File: src/rtl/stop_pkg.sv
// Shared definitions for the serial comma-aligned link (receiver and transmitter).
package stop_pkg;

  typedef enum logic [1:0] {
    SEARCH = 2'd0,
    SYNC   = 2'd1,
    ACTIVE = 2'd2
  } state_t;

  localparam logic [7:0] COMMA_DEFAULT = 8'hBC;

endpackage

File: src/rtl/stop_rx.sv
// Serial byte receiver: finds comma alignment, confirms it over SYNC_COUNT
// byte boundaries, then forwards every aligned byte, flagging non-comma data.
module stop_rx
  import stop_pkg::*;
#(
  parameter logic [7:0] COMMA      = COMMA_DEFAULT,
  parameter int         SYNC_COUNT = 4
) (
  input  logic       clk32f,
  input  logic       reset,
  input  logic       in,
  output logic [7:0] out,
  output logic       out_valid,
  output logic       active
);

  localparam int            CW       = $clog2(SYNC_COUNT + 1);
  localparam logic [CW-1:0] CNT_ONE  = CW'(1);
  localparam logic [CW-1:0] CNT_MAX  = CW'(SYNC_COUNT);
  localparam logic [CW-1:0] CNT_LAST = CW'(SYNC_COUNT - 1);

  state_t        state;
  state_t        next_state;
  logic [7:0]    sr;
  logic [2:0]    bit_cnt;
  logic [CW-1:0] comma_cnt;
  logic          boundary;
  logic          hit;
  logic          load_out;

  assign boundary = (bit_cnt == 3'd0);
  assign hit      = (sr == COMMA);

  always_ff @(posedge clk32f) begin
    if (reset) sr <= 8'h00;
    else       sr <= {sr[6:0], in};
  end

  // State register; active mirrors the state entering ACTIVE on the same edge.
  always_ff @(posedge clk32f) begin
    if (reset) begin
      state  <= SEARCH;
      active <= 1'b0;
    end else begin
      state  <= next_state;
      active <= (next_state == ACTIVE);
    end
  end

  always_comb begin
    next_state = state;
    case (state)
      SEARCH: if (hit) next_state = SYNC;
      SYNC: begin
        if (boundary) begin
          if (!hit)                        next_state = SEARCH;
          else if (comma_cnt == CNT_LAST)  next_state = ACTIVE;
        end
      end
      ACTIVE:  next_state = ACTIVE;
      default: next_state = SEARCH;
    endcase
  end

  // A failed boundary in SYNC drops to SEARCH with bit_cnt cleared, so that
  // same cycle is never taken as a fresh comma hit.
  always_ff @(posedge clk32f) begin
    if (reset) begin
      bit_cnt   <= 3'd0;
      comma_cnt <= '0;
    end else begin
      case (state)
        SEARCH: begin
          bit_cnt   <= hit ? 3'd1 : 3'd0;
          comma_cnt <= hit ? CNT_ONE : '0;
        end
        SYNC: begin
          bit_cnt <= bit_cnt + 3'd1;
          if (boundary) begin
            if (!hit) begin
              bit_cnt   <= 3'd0;
              comma_cnt <= '0;
            end else if (comma_cnt < CNT_MAX) begin
              comma_cnt <= comma_cnt + CNT_ONE;
            end
          end
        end
        ACTIVE: bit_cnt <= bit_cnt + 3'd1;
        default: begin
          bit_cnt   <= 3'd0;
          comma_cnt <= '0;
        end
      endcase
    end
  end

  always_comb begin
    load_out = (state == ACTIVE) && boundary;
  end

  always_ff @(posedge clk32f) begin
    if (reset) begin
      out       <= 8'h00;
      out_valid <= 1'b0;
    end else if (load_out) begin
      out       <= sr;
      out_valid <= !hit;
    end
  end

endmodule

File: config.mk
export PLATFORM = sky130hd
export DESIGN_NAME = stop_rx
export DESIGN_NICKNAME = d
export VERILOG_FILES = /design/src/rtl/stop_pkg.sv /design/src/rtl/stop_rx.sv
export SDC_FILE = /design/constraint.sdc
export NUM_CORES = 1
export LEC_CHECK = 0
export CORE_UTILIZATION = 30
export CTS_CLUSTER_DIAMETER = 50
export CTS_CLUSTER_SIZE = 24
export DETAILED_ROUTE_END_ITERATION = 8
export SLEW_MARGIN = 20
export SYNTH_ARGS = -nofsm -noshare
export SYNTH_HDL_FRONTEND = slang
export SYNTH_SLANG_ARGS = --single-unit
File: constraint.sdc
create_clock -name clk32f -period 2.48 [get_ports clk32f]
set_input_delay 0.248 -clock clk32f [delete_from_list [all_inputs] [get_ports clk32f]]
set_output_delay 0.248 -clock clk32f [all_outputs]
set_load 0.01 [all_outputs]
==> results of run 1 <==
-- logic make-up (layout without fill, tap and decap cells) --
group | Yosys count | in the layout | synth area share [%]
AO/OA/AOI/OAI | 17 | 17 | 12.3
XOR/XNOR | 1 | 1 | 0.780
adder cells (fa/ha/maj) | 4 | 4 | 4.45
buffers and inverters | 13 | 22 | 6.12
flip-flops | 26 | 26 | 46.3
multiplexers | 8 | 8 | 7.13
AND/OR/NAND/NOR | 40 | 40 | 22.9
-- stage by stage --
step           area [um2]  util [%]
2_1_floorplan        1120         -
3_3_place_gp         1260      36.3
3_5_place_dp         1260      36.3
4_1_cts              1330      38.3
5_1_grt              1330      38.3
6_report             1330      38.3
-- critical path, delay by kind of cell, from the launching register on --
family	cells	cell delay (ns)
flip-flops	1	0.35
buffers and inverters	1	0.07
adder cells (fa/ha/maj)	1	0.22
multiplexers	1	0.25
AND/OR/NAND/NOR	2	0.67
-- flip-flops by register name, indices dropped and copies added, names as in the netlist --
name,count
state,2
bit_cnt,3
active,1
sr,8
comma_cnt,3
out_valid,1
out,8
-- power groups by stage --
stage                     clock network [mW]  registers, mW  logic (mW)
final                                  0.352          0.421      0.0155
after global routing                   0.378          0.422      0.0170
after CTS                              0.361          0.421      0.0156
after detailed placement                   0          0.431      0.0157
after global placement                     0          0.431      0.0153
after floorplan                            0          0.431     0.00999
-- layer usage --
layer  GRT usage, %  wire length [um]
met5              0                 0
met4           8.24                49
met3           1.45                83
met2           19.0               981
met1           14.0               964
-- how the worst max path moves through the flow --
| stage | start | endpoint | slack (ns) |
|---|---|---|---|
| finish | bit_cnt[0] | out[6] | 0.80 |
| global route | bit_cnt[0] | out[3] | 0.67 |
| CTS | bit_cnt[0] | out[6] | 0.78 |
| detailed placement | reset | bit_cnt[0] | 0.77 |
| global placement | reset | bit_cnt[0] | 0.85 |
| floorplan | bit_cnt[0] | out_valid | 1.18 |
-- cell type report --
| cell class | instances | area [um2] |
|---|---|---|
| Tap cell | 46 | 57.6 |
| Fill cell | 360 | 2140 |
| Multi-Input combinational cell | 70 | 534 |
| Clock buffer | 3 | 41.3 |
| Inverter | 5 | 18.8 |
| Timing Repair Buffer | 13 | 128 |
| Sequential cell | 26 | 520 |
| Clock inverter | 1 | 30.0 |
-- cells in the final DEF, fill, tap and decap left out, drive strengths merged, types with 2 or more instances in the layout --
cell type | synthesis | routed
clkdlybuf4s50 | 0 | 12
nand3b | 2 | 2
o21ai | 2 | 2
mux2i | 8 | 8
nor2 | 12 | 12
o2111ai | 2 | 2
inv | 5 | 5
a32oi | 2 | 2
nor3b | 3 | 3
ha | 4 | 4
and4bb | 4 | 4
a21oi | 4 | 4
nor2b | 9 | 9
clkbuf | 1 | 3
dfxtp | 26 | 26
nor3 | 2 | 2
o31ai | 2 | 2
==> parameters.txt, run 1 <==
Parameter                              Value

Setup path
  Crit-path slowest cell ... sky130_fd_sc_hd__and4bb_1
  Worst reg2reg path startpoint ... bit_cnt[0]
  Cell chain of the critical path ... inv_1 -> ha_1 -> and4bb_1 -> mux2i_1 -> nor2_1
  Setup slack on the worst flop-to-flop path ... 0.80 ns
  Critical path startpoint category ... flop
  Endpoint arrival time on the critical path ... 1.84 ns
  Required time of the worst setup path ... 2.64 ns
  Critical Path Max Stage Delay ... 0.61 ns
  Worst setup path class ... flop to flop
  Destination of the worst register-to-register timing path ... out[6]
  Critical Path End Type ... flop
  Worst reg-to-reg path cell count ... 5
  Largest fanout on the critical path ... 10

Worst hold path
  Hold Path Sink ... sr[5]
  Count of cells along the worst hold path ... 1
  Startpoint of the most critical hold path ... sr[4]
  Path type of the worst min-delay path ... flop to flop

Pwr
  Sequential group share of total power ... 53.4%
  Power spent charging and discharging nets ... 0.146 mW
  Share of power burned in the clock network ... 44.6%
  Power density over cell area ... 593 nW/um2
  Post-layout power ... 0.788 mW
  Switching fraction of total power ... 18.5%
  Part of the power in combinational logic ... 2.0%
  Internal portion of total power ... 0.642 mW
  Peak supply drop ... 302 uV
  Leakage power figure ... 0.470 nW

Route
  Final antenna-violating net count ... 0
  Starting DRC count in detailed routing ... 14
  Routed vias ... 814
  Post-Route WL ... 2.08 mm
  Number of vias per cell after detailed routing ... 4.96
  First drt pass iteration count ... 4
  Final routed DRC violation total ... 0
  Wire length per cell after detailed routing ... 12.7 um

Clock network
  TritonCTS clock tree ... built
  Resized Gates After CTS ... 0
  Number of hold-repair buffers added at the cts stage ... 0
  Setup Fix Bufs, Post-CTS ... 0
  TritonCTS sink count ... 26
  Depth of the CTS H-tree ... 1
  Root Buffer ... sky130_fd_sc_hd__clkbuf_8
  Number of CTS-inserted buffers ... 3
  Max Buffers Root-to-Sink ... 2
  Insertion delay to the later sink of the worst-skew pair ... 0.27 ns
  Clock edge transition at the registers on the reported setup and hold paths ... 0.09 ns

Synth
  Synthesis-stage register bit count ... 26
  Post-Synthesis Cell Area ... 1120 um2
  Number of synthesized flops with an enable pin ... 0
  Area share of the largest cell type after synthesis ... 46.3%
  Ys flop type ... sky130_fd_sc_hd__dfxtp_1
  Synthesized area per cell ... 10.3 um2
  Cell types with the largest area share after synthesis ... sky130_fd_sc_hd__dfxtp_1, sky130_fd_sc_hd__mux2i_1, sky130_fd_sc_hd__nor2b_1
  Synth warnings ... 0
  Ys async rst share ... 0%
  Gate Count Post-Synth ... 109
  Top cell types by occurrence after synthesis ... sky130_fd_sc_hd__dfxtp_1, sky130_fd_sc_hd__nor2_1, sky130_fd_sc_hd__nor2b_1
  Post-synth cell types ... 35
  Sequential element share of the synthesized area ... 46.3%
  Most frequent cell after synthesis ... sky130_fd_sc_hd__dfxtp_1
  Syn Nets ... 116
  Library cell with the largest summed area after synthesis ... sky130_fd_sc_hd__dfxtp_1

Timing
  Remaining max-slew budget at the tightest pin ... 60.1%
  Final worst setup slack ... 0.799 ns
  Slew @ Worst Pin ... 0.599 ns
  Clock skew ... 0.00424 ns
  Shortest period the worst path allows ... 1.68 ns
  Final Slew Violations ... 0
  Final number of hold-violating endpoints ... 0
  Timing-limited maximum frequency ... 0.595 GHz
  Portion of the clock cycle consumed by the worst path in the final layout ... 67.8%
  Final sum of negative setup slack ... 0 ns
  Final number of setup-violating endpoints ... 0
  Unrepaired setup endpoints after global routing ... no
  Min Hold Slack ... 0.482 ns

Die
  Area of the core ... 3470 um2
  Std cell rows ... 21
  Die Ht ... 63.2 um
  Die Footprint ... 3990 um2
  Initial core utilization ... 32.4%
  Number of I/O pins ... 13
  Horizontal die dimension ... 63.2 um

Layout
  Syn-to-layout area delta ... 18.4%
  NumNets Final ... 126
  Layout cell share with drive strength beyond 1 ... 9.32%
  Non-filler instance count after layout ... 164
  Total inserted antenna cells ... 0

Status
  Run status ... completed

GRT
  Number of antenna violations at the first check in global routing ... 0
  Total overflow reported by the global router ... 0
  Largest net degree at the start of global routing ... 28
  First-pass GRT wire length ... 3.69 mm
  Number of global-route vias before repair ... 798
  Total routing resource utilization after global routing ... 11.6%

Place
  Port Buf Inserts ... 12
  Estimated wirelength of the detail-placed design ... 1.42 mm
  Cell Count Post-Placement ... 160
  Last weighted congestion value of the routability-driven placer ... 0.745
  Pre-CTS setup slack ... 0.774 ns

Flow run
  Max-cap violation count ... 0
Power figures use the tool's default switching activity.
==> inputs of run 2 (changes only) <==
==> constraint.sdc (replaced) <==
create_clock -name clk32f -period 1.58 [get_ports clk32f]
set_input_delay 0.158 -clock clk32f [delete_from_list [all_inputs] [get_ports clk32f]]
set_output_delay 0.158 -clock clk32f [all_outputs]
set_load 0.01 [all_outputs]
==> run 2 against run 1 <==
First-iteration DRC count is 29% lower. Wire length up 4.4%. Utilization increased by 0.43 points. Design area is 1.1% higher. Sequential power up 57%. Critical path type unchanged.
==> parameters.txt, run 2 (same netlist as run 1, synthesis figures left out) <==
Parameter                              Value

Timing
  Clock skew ... 0.00437 ns
  Shortest period the worst path allows ... 1.45 ns
  Portion of the clock cycle consumed by the worst path in the final layout ... 91.9%
  Unrepaired setup endpoints after global routing ... no
  Final Slew Violations ... 0
  Final sum of negative setup slack ... 0 ns
  Final number of setup-violating endpoints ... 0
  Slew @ Worst Pin ... 0.358 ns
  Timing-limited maximum frequency ... 0.689 GHz
  Final number of hold-violating endpoints ... 0
  Remaining max-slew budget at the tightest pin ... 76.1%

Setup path
  Required time of the worst setup path ... 1.75 ns
  Largest fanout on the critical path ... 10
  Worst setup path class ... flop to flop
  Critical Path Max Stage Delay ... 0.35 ns
  Cell chain of the critical path ... inv_1 -> ha_1 -> and4bb_1 -> buf_4 -> mux2i_1 -> nor2_1
  Critical Path End Type ... flop
  Endpoint arrival time on the critical path ... 1.62 ns
  Category of cells accounting for the largest share of critical-path delay ... flip-flops
  Crit-path slowest cell ... sky130_fd_sc_hd__dfxtp_1
  Count of buffer and inverter cells on the critical path ... 2
  Critical path startpoint category ... flop

GRT
  Total routing resource utilization after global routing ... 12.2%
  Largest net degree at the start of global routing ... 20
  Total overflow reported by the global router ... 0
  First-pass GRT wire length ... 3.84 mm
  Number of antenna violations at the first check in global routing ... 0
  Number of global-route vias before repair ... 850

Route
  Routed vias ... 809
  Final antenna-violating net count ... 0
  Post-Route WL ... 2.17 mm
  Final routed DRC violation total ... 0
  Number of vias per cell after detailed routing ... 4.87
  Starting DRC count in detailed routing ... 10
  First drt pass iteration count ... 4
  Wire length per cell after detailed routing ... 13.1 um

Clock network
  TritonCTS sink count ... 26
  Number of CTS-inserted buffers ... 3
  Depth of the CTS H-tree ... 1
  TritonCTS clock tree ... built
  Insertion delay to the later sink of the worst-skew pair ... 0.27 ns
  Resized Gates After CTS ... 0
  Clock edge transition at the registers on the reported setup and hold paths ... 0.10 ns
  Max Buffers Root-to-Sink ... 2
  Root Buffer ... sky130_fd_sc_hd__clkbuf_8
  Setup Fix Bufs, Post-CTS ... 0
  Number of hold-repair buffers added at the cts stage ... 0

Place
  Estimated wirelength of the detail-placed design ... 1.53 mm
  Placed instance area ... 1270 um2
  Last weighted congestion value of the routability-driven placer ... 0.761
  Cell Count Post-Placement ... 162
  Port Buf Inserts ... 12

Layout
  Top Registers ... out (8), sr (8)
  Most frequent cells in the layout ... sky130_fd_sc_hd__dfxtp_1, sky130_fd_sc_hd__clkdlybuf4s50_1, sky130_fd_sc_hd__nor2_1
  Non-filler instance count after layout ... 166
  Most common cell after layout, fill and taps aside ... sky130_fd_sc_hd__dfxtp_1
  Syn-to-layout area delta ... 19.7%
  NumNets Final ... 128
  Post-route cell area ... 1350 um2
  Layout cell share with drive strength beyond 1 ... 10.8%
  Total inserted antenna cells ... 0
  End-of-flow core utilization ... 38.8%

Pwr
  Peak supply drop ... 525 uV
  Leakage power figure ... 0.481 nW
  Power density over cell area ... 925 nW/um2

Status
  Run status ... completed

Die
  Horizontal die dimension ... 63.2 um
  Die Footprint ... 3990 um2
  Area of the core ... 3470 um2
  Initial core utilization ... 32.4%
  Number of I/O pins ... 13
  Std cell rows ... 21
  Die Ht ... 63.2 um

Worst hold path
  Path type of the worst min-delay path ... input pin to flop

Flow run
  Max-cap violation count ... 0
run 2: changes by cell type in the layout (fill, tap and decap cells not counted), sizes merged:
cell,previous run,this run
buf,1,3
run 2: area by class of cell:
type | count | area (um2)
clock buffers | 3 | 41.3
clock inverters | 1 | 30.0
fillers | 367 | 2120
inverters | 5 | 18.8
multi-input cells | 70 | 534
flip-flops and latches | 26 | 520
well taps | 46 | 57.6
repair buffers | 15 | 143
run 2: per-layer routing:
metal  share of wire (%)  track usage [%]
met1                  49             14.7
met2                  47             21.4
met3                 3.1             3.44
met4                0.65             2.56
met5                   0                0
run 2: path summary, 6_finish.rpt:
| path | startpoint | end | slack (ns) | depth (start not counted) |
|---|---|---|---|---|
| setup / recovery | bit_cnt[0] | out[4] | 0.13 | 6 |
| hold / removal | in | sr[0] | 0.43 | 2 |
| hold reg to reg | sr[5] | sr[6] | 0.49 | 1 |
| setup reg to reg | bit_cnt[0] | out[4] | 0.13 | 6 |
run 2: power by group:
part	switching, mW	internal (mW)	total, mW
logic	0.0143	0.0120	0.0263
registers	0.00272	0.659	0.662
clock network	0.218	0.339	0.557
total	0.235	1.01	1.24
run 2: through the flow:
stage | hold WS (ns) | power [mW] | worst slack, ns
2_1_floorplan | 0.286 | 0.691 | 0.282
3_3_place_gp | 0.467 | 0.703 | 0.195
3_5_place_dp | 0.472 | 0.703 | 0.138
4_1_cts | 0.423 | 1.26 | 0.124
5_1_grt | 0.439 | 1.30 | 0.00437
6_report | 0.426 | 1.24 | 0.129
==> inputs of run 3 (changes only) <==
==> constraint.sdc (replaced) <==
create_clock -name clk32f -period 1.3 [get_ports clk32f]
set_input_delay 0.13 -clock clk32f [delete_from_list [all_inputs] [get_ports clk32f]]
set_output_delay 0.13 -clock clk32f [all_outputs]
set_load 0.01 [all_outputs]
==> run 3 against run 2 <==
The flow now finishes with violations (negative setup slack). Clock-buffer cell count grew 1. Clock skew is 0.0016 ns lower. Critical path depth down 3. Combinational power rose by 32%. Global-route usage fell by 0.38 points. Sequential power is 21% higher. Utilization up 3.4 points. Worst hold slack worse by 0.0026 ns. Non-clock buffer count grew 9. Die area unchanged. Critical path type unchanged.
==> parameters.txt, run 3 (same netlist as run 1, synthesis figures left out) <==
Parameter                              Value

Place
  Cell Count Post-Placement ... 170
  Port Buf Inserts ... 12
  Last weighted congestion value of the routability-driven placer ... 0.815
  Placed instance area ... 1330 um2
  Estimated wirelength of the detail-placed design ... 1.54 mm

Route
  Final antenna-violating net count ... 0
  Number of vias per cell after detailed routing ... 4.94
  Final routed DRC violation total ... 0
  Post-Route WL ... 2.21 mm
  Routed vias ... 865
  First drt pass iteration count ... 4
  Wire length per cell after detailed routing ... 12.6 um
  Starting DRC count in detailed routing ... 22

Layout
  Multi-input gate area ... 573 um2
  Syn-to-layout area delta ... 30.1%
  Layout cell share with drive strength beyond 1 ... 25.6%
  # fillers ... 337
  NumNets Final ... 137
  Top Registers ... out (8), sr (8)
  Total inserted antenna cells ... 0
  Most frequent cells in the layout ... sky130_fd_sc_hd__dfxtp_1, sky130_fd_sc_hd__nor2_1, sky130_fd_sc_hd__buf_4
  Non-filler instance count after layout ... 175
  Most common cell after layout, fill and taps aside ... sky130_fd_sc_hd__dfxtp_1
  Post-route cell area ... 1460 um2
  Combined flip-flop and latch cell area ... 524 um2

Pwr
  Post-layout power ... 1.34 mW
  Peak supply drop ... 630 uV
  Leakage power figure ... 0.664 nW
  Power density over cell area ... 919 nW/um2

Setup path
  Critical Path Max Stage Delay ... 0.48 ns
  Endpoint arrival time on the critical path ... 1.47 ns
  Required time of the worst setup path ... 1.46 ns
  Category of cells accounting for the largest share of critical-path delay ... simple AND/OR/NAND/NOR gates
  Critical Path End Type ... flop
  Crit-path slowest cell ... sky130_fd_sc_hd__and4bb_1
  Largest fanout on the critical path ... 8
  Cell chain of the critical path ... and4bb_1 -> a22oi_1 -> o41ai_2
  Critical path startpoint category ... flop
  Count of buffer and inverter cells on the critical path ... 0
  Worst setup path class ... flop to flop

Clock network
  Number of CTS-inserted buffers ... 3
  Root Buffer ... sky130_fd_sc_hd__clkbuf_8
  TritonCTS sink count ... 26
  Clock edge transition at the registers on the reported setup and hold paths ... 0.08 ns
  Number of hold-repair buffers added at the cts stage ... 0
  TritonCTS clock tree ... built
  Depth of the CTS H-tree ... 1
  Max Buffers Root-to-Sink ... 2
  Insertion delay to the later sink of the worst-skew pair ... 0.26 ns

Status
  Run status ... complete, but fails checks
  Violated checks ... negative setup slack

Flow run
  Max-cap violation count ... 0

Timing
  Slew @ Worst Pin ... 0.344 ns
  Unrepaired setup endpoints after global routing ... yes
  Timing-limited maximum frequency ... 0.762 GHz
  Portion of the clock cycle consumed by the worst path in the final layout ... 101%
  Shortest period the worst path allows ... 1.31 ns
  Clock skew ... 0.00273 ns
  Final Slew Violations ... 0
  Remaining max-slew budget at the tightest pin ... 77.0%
  Final worst setup slack ... -0.0122 ns
  Final number of hold-violating endpoints ... 0
  Final number of setup-violating endpoints ... 1
  Min Hold Slack ... 0.423 ns

GRT
  First-pass GRT wire length ... 3.70 mm
  Total overflow reported by the global router ... 0
  Largest net degree at the start of global routing ... 15
  Number of global-route vias before repair ... 887
  Total routing resource utilization after global routing ... 11.8%
  Number of antenna violations at the first check in global routing ... 0

Worst hold path
  Path type of the worst min-delay path ... input pin to flop

Die
  Area of the core ... 3470 um2
  Die Footprint ... 3990 um2
  Std cell rows ... 21
  Initial core utilization ... 32.4%
  Number of I/O pins ... 13
  Horizontal die dimension ... 63.2 um
  Die Ht ... 63.2 um
==> run 3: cell type report <==
| type | instances | share of cell area, % |
|---|---|---|
| multi-input cells | 70 | 39.2 |
| clock buffers | 4 | 3.77 |
| repair buffers | 24 | 15.9 |
| flip-flops and latches | 26 | 35.9 |
| inverters | 5 | 1.28 |
| well taps | 46 | 3.94 |
==> run 3: report_power, final <==
part / internal [mW] / switching [mW]
clock: 0.270 / 0.234
combinational: 0.0165 / 0.0183
sequential: 0.800 / 0.00314
==> run 3: repair_timing <==
action,4_1_cts,5_1_grt
endpoints found under the setup margin,11,23
gates resized for setup,6,18
pin swaps,1,8
setup buffers,1,0
==> run 3: path summary, 6_finish.rpt <==
kind | endpoint | cells past startpoint | start | slack [ns]
worst max-delay path | bit_cnt[0] | 3 | sr[1] | -0.01
worst min-delay path | sr[0] | 2 | in | 0.42
worst max register to register | bit_cnt[0] | 3 | sr[1] | -0.01
worst min register to register | sr[7] | 1 | sr[6] | 0.48
==> run 3: worst reg2reg max path: stages (launching register included) <==
cell and delay [ns]:
sky130_fd_sc_hd__dfxtp_1 0.33, sky130_fd_sc_hd__and4bb_1 0.48, sky130_fd_sc_hd__a22oi_1 0.17, sky130_fd_sc_hd__o41ai_2 0.23
==> run 3: per-stage QoR <==
step           setup WS, ns  util (%)  TNS (ns)
2_1_floorplan       0.00189         -         0
3_3_place_gp        -0.0132      38.5   -0.0296
3_5_place_dp        -0.0518      38.5    -0.324
4_1_cts            -0.00286      40.4  -0.00286
5_1_grt              -0.104      42.1    -0.434
6_report            -0.0122      42.1   -0.0122
==> run 3: layer usage <==
metal  vias to the layer above  GRT usage [%]  part of all wire [%]
met4                         0           5.68                   1.7
met2                        14           21.2                    52
met5                         -              0                     0
li1                        424              -                     -
met1                       423           12.3                    43
met3                         4           3.80                   3.6
